==> src/rtl/adder_arbiter.sv <==
// ============================================================================
//  Module   : adder_arbiter (with helper kogge_stone_adder)
//  Brief    : Round-robin arbiter sharing one Kogge-Stone adder among NREQ
//             requesters; one registered result slot with valid/ready drain.
//             Optional per-requester grant counters: ADDER_ARBITER_STATS_EN.
//  Revision : 1.0 - initial release
// ============================================================================
`default_nettype none

module kogge_stone_adder #(
  parameter int WIDTH = 32
) (
  input  logic [WIDTH-1:0] i_a,
  input  logic [WIDTH-1:0] i_b,
  output logic [WIDTH-1:0] o_sum,
  output logic             o_cout
);

  localparam int c_levels = $clog2(WIDTH);

  logic [WIDTH-1:0] w_g [0:c_levels];
  logic [WIDTH-1:0] w_p [0:c_levels-1];

  assign w_g[0] = i_a & i_b;
  assign w_p[0] = i_a ^ i_b;

  // Bits below the span of a level pass straight through: g gets zero, p gets ones.
  for (genvar l = 0; l < c_levels; l++) begin : g_level
    localparam int               c_dist     = 1 << l;
    localparam logic [WIDTH-1:0] c_low_mask = WIDTH'((64'd1 << c_dist) - 64'd1);

    assign w_g[l+1] = w_g[l] | (w_p[l] & (w_g[l] << c_dist));

    if (l < c_levels - 1) begin : g_prop
      assign w_p[l+1] = w_p[l] & ((w_p[l] << c_dist) | c_low_mask);
    end
  end

  assign o_sum  = w_p[0] ^ {w_g[c_levels][WIDTH-2:0], 1'b0};
  assign o_cout = w_g[c_levels][WIDTH-1];

endmodule

module adder_arbiter #(
  parameter int NREQ  = 4,
  parameter int WIDTH = 32
) (
  input  logic                      clk,
  input  logic                      rst_n,
  input  logic [NREQ-1:0]           req_valid,
  output logic [NREQ-1:0]           req_ready,
  input  logic [NREQ*WIDTH-1:0]     req_a,
  input  logic [NREQ*WIDTH-1:0]     req_b,
  output logic                      rsp_valid,
  input  logic                      rsp_ready,
  output logic [$clog2(NREQ)-1:0]   rsp_id,
  output logic [WIDTH-1:0]          rsp_sum,
  output logic                      rsp_cout
`ifdef ADDER_ARBITER_STATS_EN
  ,
  output logic [NREQ*16-1:0]        stat_grants
`endif
);

  localparam int c_idw = $clog2(NREQ);

  typedef enum logic [0:0] {
    S_EMPTY = 1'b0,
    S_FULL  = 1'b1
  } state_t;

  state_t           r_state;
  logic [c_idw-1:0] r_ptr;

  logic [c_idw-1:0] w_pick_id;
  logic             w_pick_found;
  logic             w_can_grant;
  logic             w_fire;
  logic [c_idw-1:0] w_ptr_next;
  logic [WIDTH-1:0] w_op_a;
  logic [WIDTH-1:0] w_op_b;
  logic [WIDTH-1:0] w_sum;
  logic             w_cout;

  // Round-robin search starting at r_ptr; the extra index bit absorbs the wrap.
  always_comb begin
    logic [c_idw:0] v_idx;
    v_idx        = '0;
    w_pick_id    = '0;
    w_pick_found = 1'b0;
    for (int off = 0; off < NREQ; off++) begin
      v_idx = {1'b0, r_ptr} + (c_idw+1)'(off);
      if (v_idx >= (c_idw+1)'(NREQ)) begin
        v_idx = v_idx - (c_idw+1)'(NREQ);
      end
      if (!w_pick_found && req_valid[v_idx[c_idw-1:0]]) begin
        w_pick_found = 1'b1;
        w_pick_id    = v_idx[c_idw-1:0];
      end
    end
  end

  assign w_can_grant = (r_state == S_EMPTY) || rsp_ready;
  assign w_fire      = w_pick_found && w_can_grant;
  assign w_ptr_next  = (w_pick_id == c_idw'(NREQ - 1)) ? '0 : w_pick_id + c_idw'(1);

  // Gated by rst_n so no grant is visible while the block is held in reset.
  always_comb begin
    req_ready = '0;
    if (w_fire && rst_n) begin
      req_ready[w_pick_id] = 1'b1;
    end
  end

  assign w_op_a = req_a[w_pick_id*WIDTH +: WIDTH];
  assign w_op_b = req_b[w_pick_id*WIDTH +: WIDTH];

  kogge_stone_adder #(
    .WIDTH (WIDTH)
  ) u_adder (
    .i_a    (w_op_a),
    .i_b    (w_op_b),
    .o_sum  (w_sum),
    .o_cout (w_cout)
  );

  always_ff @(posedge clk or negedge rst_n) begin
    if (!rst_n) begin
      r_state  <= S_EMPTY;
      r_ptr    <= '0;
      rsp_sum  <= '0;
      rsp_cout <= 1'b0;
      rsp_id   <= '0;
    end else begin
      case (r_state)
        S_EMPTY: begin
          if (w_fire) r_state <= S_FULL;
        end
        S_FULL: begin
          if (w_fire)         r_state <= S_FULL;
          else if (rsp_ready) r_state <= S_EMPTY;
        end
        default: r_state <= S_EMPTY;
      endcase
      if (w_fire) begin
        rsp_sum  <= w_sum;
        rsp_cout <= w_cout;
        rsp_id   <= w_pick_id;
        r_ptr    <= w_ptr_next;
      end
    end
  end

  assign rsp_valid = (r_state == S_FULL);

`ifdef ADDER_ARBITER_STATS_EN
  for (genvar gi = 0; gi < NREQ; gi++) begin : g_stats
    logic [15:0] r_count;

    always_ff @(posedge clk or negedge rst_n) begin
      if (!rst_n) begin
        r_count <= '0;
      end else if (req_ready[gi] && (r_count != 16'hFFFF)) begin
        r_count <= r_count + 16'd1;
      end
    end

    assign stat_grants[gi*16 +: 16] = r_count;
  end
`endif

endmodule

`default_nettype wire

==> config.mk <==
export PLATFORM = sky130hd
export DESIGN_NAME = adder_arbiter
export DESIGN_NICKNAME = d
export VERILOG_FILES = /design/src/rtl/adder_arbiter.sv
export SDC_FILE = /design/constraint.sdc
export NUM_CORES = 1
export LEC_CHECK = 0
export ABC_CLOCK_PERIOD_IN_PS = 4620
export BUFFER_PORTS_ARGS = -buffer_cell sky130_fd_sc_hd__buf_2
export CAP_MARGIN = 20
export CORE_AREA = 3 3 118 120
export DETAILED_ROUTE_END_ITERATION = 10
export DIE_AREA = 0 0 121 123
export PLACE_DENSITY = 0.77
export SLEW_MARGIN = 5
export SYNTH_ARGS = -nofsm -noshare
export SYNTH_HDL_FRONTEND = slang
export SYNTH_HIERARCHICAL = 1
export SYNTH_SLANG_ARGS = --single-unit
==> constraint.sdc <==
create_clock -name clk -period 4.62 [get_ports clk]
set_input_delay 0.924 -clock clk [delete_from_list [all_inputs] [get_ports clk]]
set_output_delay 0.924 -clock clk [all_outputs]
set_load 0.01 [all_outputs]
==> summary.txt, run 1 <==
Critical path
  – WP data arrival: 4510 ps
  – Maximum fanout along the worst path: 10
  – Highest-delay cell along the critical path: or4_4
  – Critical setup path kind: in -> reg
  – Family with the most delay on the worst path: compound AO/OA/AOI/OAI gates
  – Launching element type of the critical path: input port
  – CP Cell Sequence: buf_2 > a21o_1 > a21oi_1 > o22a_4 > buf_4 > buf_4 > mux2i_1 > mux2i_1 > ha_1 > a21o_1 > a221oi_2 > or4_4 > a211oi_4 > o211ai_1 > and4bb_2 > mux2_2
  – Worst stage delay on the critical path: 540 ps
  – Required time of the worst setup path: 4780 ps
  – Number of buffer and inverter stages on the critical path: 3
  – Critical Path End Type: flop

Finish
  – Final core utilization: 0.593
  – Filler cells: 1163
  – Final net count: 1227
  – Fraction of final layout cells sized beyond drive strength 1: 0.462
  – Area growth from synthesis to final layout: 37.1%

STA
  – Minimum clock period after layout: 4340 ps
  – Worst setup skew after layout: 6.25 ps
  – Relative slew margins: 0.547
  – Unrepaired setup endpoints after global routing: no
  – Hold violation count in the final report: 0
  – Ratio of final minimum period to clock period: 0.940
  – Final setup fails: 0
  – Pins Over Slew Limit: 0
  – Worst-Margin Slew: 674 ps
  – Upper clock frequency limit: 0.230 GHz

Synth
  – Most common cell in the synthesized netlist: mux2i_1
  – Number of enable flip-flop cells after synthesis: 0
  – Commonest cells in the netlist: mux2i_1 (193), a21oi_1 (39), dfrtp_1 (38)
  – Sequential area share after synthesis: 0.168
  – Warnings from Yosys: 6
  – Largest area contributor in the synthesized netlist: mux2i_1
  – Most frequently used flop master after synthesis: dfrtp_1
  – Number of cells produced by synthesis: between 500 and 600
  – Mapped Avg Cell Area: 9.56 µm²
  – Syn_nets: 889
  – Number of storage elements in the synthesis netlist: 38
  – Number of library cell types mapped by synthesis: 59
  – Top post-synthesis cells by area: mux2i_1 (34%), dfrtp_1 (17%), ha_1 (7.3%)
  – Post-synth top area share: 0.341
  – Proportion of synthesized flip-flops having asynchronous set or reset: 1.00
  – Combined area of all synthesized cells: 5660 µm²

Placement
  – GP Congestion: 0.947
  – Hpwl dp: 16.8 mm
  – Number of buffers inserted by port buffering: 302

Clocking
  – CTS Buf Count: 5
  – Total clock sinks: 38
  – Clk root buf: clkbuf_16
  – Clock Path Buffers: 2
  – CTS tree: yes
  – Clock latency on the worst-skew pair: 280 ps
  – Htree depth: 2
  – Number of buffers inserted by hold repair at cts: 0
  – Clock edge transition at the registers on the reported setup and hold paths: 60 ps

Route
  – Detailed Route Iter0 Violations: 244
  – Overall via count from detail_route: approximately 5900
  – Sum of routed wire length over all layers: 19.7 mm
  – Drt drc: 0
  – Detail Route Antenna Nets: 0
  – Number of detailed-route iterations in the first pass: 4
  – Detailed-route wire length per cell: 17.8 µm
  – Via density per instance: ~5.3

Global routing
  – Total Routing Usage GR: 0.246
  – First-pass GRT wire length: 29.3 mm
  – Largest net degree at the start of global routing: 33
  – Via count of the first global-routing pass: between 5000 and 6000
  – Antenna violations before repair: 3
  – Total grt overflow: 0

Run
  – Number of maximum-capacitance violations: 0

Power and ir drop
  – Reported leakage power: 4.13 nW
  – Peak supply drop: roughly 230 µV
  – Power density cells: 699 nW/µm²
  – Total chip power: roughly 5.4 mW

Die
  – Ports placed on the boundary: 303
  – Area of the die: 14900 µm²
  – Initial standard-cell utilization of the core: 0.432
  – Die height: about 120 µm
  – Floorplan core area: approximately 13000 µm²
  – Rows: 42
  – Die width: 121 µm

Status
  – Outcome: finished, final reports clean

Worst hold path
  – Hold Path Class: in -> async
## final timing paths
path                                   startpoint                      end  slack (ps)  depth (start not counted)
min in group clk           rsp_sum[0]$_DFFE_PN0P_   rsp_sum[0]$_DFFE_PN0P_         500                          1
setup / recovery                     req_valid[0]  rsp_sum[30]$_DFFE_PN0P_         280                         16
max in group asynchronous                   rst_n   rsp_sum[8]$_DFFE_PN0P_        3470                          2
hold reg to reg            rsp_sum[0]$_DFFE_PN0P_   rsp_sum[0]$_DFFE_PN0P_         500                          1
setup reg to reg             r_ptr[1]$_DFFE_PN0P_  rsp_sum[30]$_DFFE_PN0P_         570                         15
hold / removal                              rst_n     r_ptr[1]$_DFFE_PN0P_         500                          1
## sequential cells by signal (all words and copies together), names as in the netlist
| name | cells |
|---|---|
| r_ptr | 2 |
| rsp_cout | 1 |
| rsp_id | 2 |
| rsp_sum | 32 |
| rsp_valid | 1 |
## cell families (layout without fill, tap and decap cells)
kind of cell | after synthesis | count (layout) | synth area share
muxes | 229 | 229 | 0.414
and+or+nand+nor | 84 | 84 | 0.0752
adders and majority gates | 34 | 34 | 0.0765
other | 0 | 2 | 0
DFF | 38 | 38 | 0.168
AOI/OAI and AO/OA | 125 | 125 | 0.147
xor gates and xnor gates | 26 | 26 | 0.0402
buffers and inverters | 56 | 393 | 0.0796
## stage by stage
step | setup WS (ps) | hold slack [ps] | instance area, µm² | instances | TNS [ps]
2_1_floorplan | 339 | 550 | 5660 | 592 | 0
5_1_grt | 46.9 | 511 | 7760 | 1107 | 0
4_1_cts | 209 | 502 | 7700 | 1098 | 0
6_report | 277 | 501 | 7760 | 1107 | 0
3_3_place_gp | -3.20 | 485 | 7560 | 1092 | -3.20
3_5_place_dp | -69.2 | 487 | 7560 | 1092 | -85.3
## layout by cell type (no fill, tap or decap), drive strengths merged, types with 3 or more instances in the layout
cell type,Yosys,layout
buf,28,371
mux2i,193,193
a21oi,39,39
dfrtp,38,38
mux2,36,36
ha,33,33
nand2,27,27
o21ai,22,22
xnor2,19,19
nor2,19,19
inv,16,16
a21o,10,10
a211oi,9,9
nand4,7,7
xor2,7,7
nor3,6,6
a31oi,6,6
nand3,6,6
clkbuf,7,6
o211ai,5,5
o21a,4,4
o2111ai,4,4
o21bai,4,4
nor2b,4,4
nor4,3,3
and3,3,3
nor3b,3,3
## report_power, final
part	leakage (nW)	internal [mW]	switching, mW
logic	3.62	2.15	2.34
clock network	0.0688	0.208	0.120
registers	0.442	0.516	0.0911
## area by class of cell
type / count / area (µm²) / share of cell area
inverter: 16 / 60.1 / 0.00774
sequential: 38 / 951 / 0.123
timing repair buffer: 371 / 2090 / 0.270
antenna: 2 / 5.00 / 0.000645
clock buffer: 6 / 139 / 0.0179
tap: 176 / 220 / 0.0284
multi-input combinational: 498 / 4290 / 0.553
## repair_timing
item                       in CTS  in global routing
setup endpoints to repair       0                  5
setup buffers                   0                  7
gates resized for setup         0                  1
## routing by layer
layer  up-vias  global-route usage  share of wire
met2       210               0.399           0.46
li1       2921                   -              -
met4         2              0.0602          0.018
met3        26              0.0476          0.074
met1      2732               0.339           0.45
met5         -                   0        0.00025
No activity file was read; power rests on OpenSTA's default activity.
==> run 2, diff against run 1 <==
--- a/config.mk
+++ b/config.mk
@@ -8,9 +8,9 @@
 export ABC_CLOCK_PERIOD_IN_PS = 4620
 export BUFFER_PORTS_ARGS = -buffer_cell sky130_fd_sc_hd__buf_2
 export CAP_MARGIN = 20
-export CORE_AREA = 3 3 118 120
+export CORE_AREA = 2 2 117 119
 export DETAILED_ROUTE_END_ITERATION = 10
-export DIE_AREA = 0 0 121 123
+export DIE_AREA = 0 0 119 121
 export PLACE_DENSITY = 0.77
 export SLEW_MARGIN = 5
 export SYNTH_ARGS = -nofsm -noshare
==> run 2 against run 1 <==
  * Via count is 0.15% higher
  * Total power rose by 0.89%
  * First-iteration DRC count grew 75%
  * Final area fell by 0.31%
  * Non-clock buffer count shrank 10
  * Global-route usage increased by 0.79 points
  * Clock-buffer cell count shrank 1
  * Utilization is 0.18 points lower
==> summary.txt, run 2 (synthesis gave the netlist of run 1 again) <==
Clocking
  – Clock Path Buffers: 2 (unchanged)
  – Clk root buf: clkbuf_16
  – Htree depth: 2 (unchanged)
  – CTS Buf Count: 5 (unchanged)
  – CTS tree: yes
  – Clock edge transition at the registers on the reported setup and hold paths: 60 ps (about the same)
  – CTS resizes: 0 (unchanged)
  – Clock latency on the worst-skew pair: 280 ps (about the same)
  – Total clock sinks: 38 (unchanged)

Critical path
  – WP data arrival: 4530 ps (+20 ps)
  – Required time of the worst setup path: 4780 ps (about the same)
  – Critical Path End Type: flop
  – Launching element type of the critical path: input port
  – Maximum fanout along the worst path: 25 (+15)
  – Critical setup path kind: in -> reg

Route
  – Detailed-route wire length per cell: 17.5 µm (-1.6%)
  – Via density per instance: 5.37 (+0.88%)
  – Number of detailed-route iterations in the first pass: 5 (+1)
  – Detail Route Antenna Nets: 0 (unchanged)
  – Detailed Route Iter0 Violations: 426 (+75%)
  – Overall via count from detail_route: 5900 (+0.15%)
  – Sum of routed wire length over all layers: 19.2 mm (-2.3%)
  – Drt drc: 0 (unchanged)

Power and ir drop
  – Psw: 2.54 mW (-0.36%)
  – Internal power summed over all cells: 2.93 mW (+2.0%)
  – Combinational power share: 0.809 (-0.019)
  – Power share of the sequential group: 0.110 (-0.002)
  – Portion of total power attributed to the clock network: 0.080 (+0.019)
  – Peak supply drop: 353 µV (+52%)
  – Power density cells: 707 nW/µm² (+1.2%)
  – Proportion of total power due to net switching: 0.464 (-0.00581)
  – Reported leakage power: 4.10 nW (-0.70%)

Global routing
  – Antenna violations before repair: 2 (-1)
  – Total grt overflow: 0 (unchanged)
  – Via count of the first global-routing pass: 5842 (+4.2%)
  – Total Routing Usage GR: 0.254 (+0.00792)
  – Largest net degree at the start of global routing: 37 (+12%)
  – First-pass GRT wire length: 29.5 mm (+0.71%)

Placement
  – GP Congestion: 0.931 (-1.7%)
  – Number of buffers inserted by port buffering: 302 (unchanged)
  – Placed Instances: 1084 (-0.73%)
  – Hpwl dp: 16.6 mm (-1.5%)

Die
  – Die width: 119 µm (-1.7%)
  – Area of the die: 14400 µm² (-3.3%)
  – Floorplan core area: 13100 µm² (unchanged)
  – Die height: 121 µm (-1.6%)
  – Ports placed on the boundary: 303 (unchanged)
  – Initial standard-cell utilization of the core: 0.432 (unchanged)
  – Rows: 42 (unchanged)

Finish
  – Area growth from synthesis to final layout: 36.7%
  – Most frequent standard cell in the layout excluding fill and tap cells: buf_2
  – Final core utilization: 0.591 (-0.00182)
  – Final net count: 1217 (-0.81%)
  – Filler cells: 1157 (-0.52%)
  – Count of placed standard cells in the final layout, fillers left out: 1099 (-0.72%)
  – Register name with the most flops: rsp_sum
  – Largest regs: rsp_sum (32), r_ptr (2), rsp_id (2)
  – Fraction of final layout cells sized beyond drive strength 1: 0.456 (-0.00576)
  – Leading cell types in the layout, fill and taps excluded: buf_2 (302), mux2i_1 (193), buf_4 (54), dfrtp_1 (38), a21oi_1 (37)
  – Largest register FFs: 32 (unchanged)

STA
  – Ratio of final minimum period to clock period: 0.945 (+0.00521)
  – Worst-Margin Slew: 705 ps (+31.1 ps)
  – Final setup fails: 0 (unchanged)
  – Minimum clock period after layout: 4370 ps (+24.1 ps)
  – Relative slew margins: 0.529 (-0.0176)
  – Unrepaired setup endpoints after global routing: no
  – Pins Over Slew Limit: 0 (unchanged)
  – Hold violation count in the final report: 0 (unchanged)
  – Worst setup skew after layout: 3.50 ps (-2.74 ps)
  – Upper clock frequency limit: 0.229 GHz (-0.55%)

Worst hold path
  – Hold Path Class: in -> async

Status
  – Outcome: finished, final reports clean

Run
  – Number of maximum-capacitance violations: 0 (unchanged)
==> run 2: cell types whose count changed in the layout (fill, tap and decap cells not counted), sizes merged <==
cell | before | now
clkinv | 0 | 1
clkbuf | 6 | 5
bufinv | 0 | 2
buf | 371 | 361
==> run 2: path summary, 6_finish.rpt <==
kind                                         from                 endpoint  slack [ps]  depth (start not counted)
max                                  req_valid[0]  rsp_sum[30]$_DFFE_PN0P_         250                         16
min reg2reg                rsp_sum[2]$_DFFE_PN0P_   rsp_sum[2]$_DFFE_PN0P_         500                          1
max reg2reg                  r_ptr[1]$_DFFE_PN0P_  rsp_sum[30]$_DFFE_PN0P_         550                         15
max in group asynchronous                   rst_n   rsp_sum[2]$_DFFE_PN0P_        3500                          2
min in group clk           rsp_sum[2]$_DFFE_PN0P_   rsp_sum[2]$_DFFE_PN0P_         500                          1
min                                         rst_n    rsp_id[1]$_DFFE_PN0P_         480                          1
==> run 2: timing repair <==
| item | in CTS | in global routing |
|---|---|---|
| setup endpoints to repair | 0 | 2 |
| hold endpoints to repair | 0 | 0 |
| setup buffers | 0 | 5 |
| hold buffers | 0 | 0 |
==> run 2: cell type report <==
type,count,area [µm²],share of cell area
clock inverters,3,68.8,0.00890
multi-input cells,498,4290,0.554
well taps,176,220,0.0285
clock buffers,5,125,0.0162
diodes,2,5.00,0.000647
inverters,16,60.1,0.00777
flip-flops and latches,38,951,0.123
repair buffers,361,2020,0.261
==> run 2: per-stage QoR <==
step	TNS, ps	total power, mW	cell area (µm²)	worst slack (ps)	hold slack (ps)
final	0	5.47	7730	253	477
after CTS	0	5.42	7690	154	484
after floorplan	0	3.69	5660	339	550
after detailed placement	-136	4.94	7500	-102	494
after global routing	0	5.93	7730	23.6	483
after global placement	0	4.89	7500	16.4	485
==> run 2: worst max-delay path, stage by stage <==
cell and delay [ps]:
buf_2 120, a21o_1 180, a21oi_1 170, o22a_4 240, buf_12 230, buf_12 230
mux2i_1 240, mux2i_1 120, ha_1 320, a211oi_1 230, o21ai_0 170, a31o_2 270
a31oi_1 280, nor4b_1 260, and4bb_2 260, mux2_2 260
==> run 2: per-layer routing <==
metal	track usage	share of wire
met1	0.348	0.45
met2	0.416	0.47
met4	0.0603	0.015
met5	0	0
met3	0.0465	0.073
==> run 2: power by group through the flow <==
stage          registers (mW)  clock network [mW]  logic (mW)
2_1_floorplan           0.675                   0        3.01
3_3_place_gp            0.605                   0        4.29
3_5_place_dp            0.612                   0        4.33
4_1_cts                 0.609               0.448        4.37
5_1_grt                 0.628               0.468        4.84
6_report                0.604               0.440        4.43
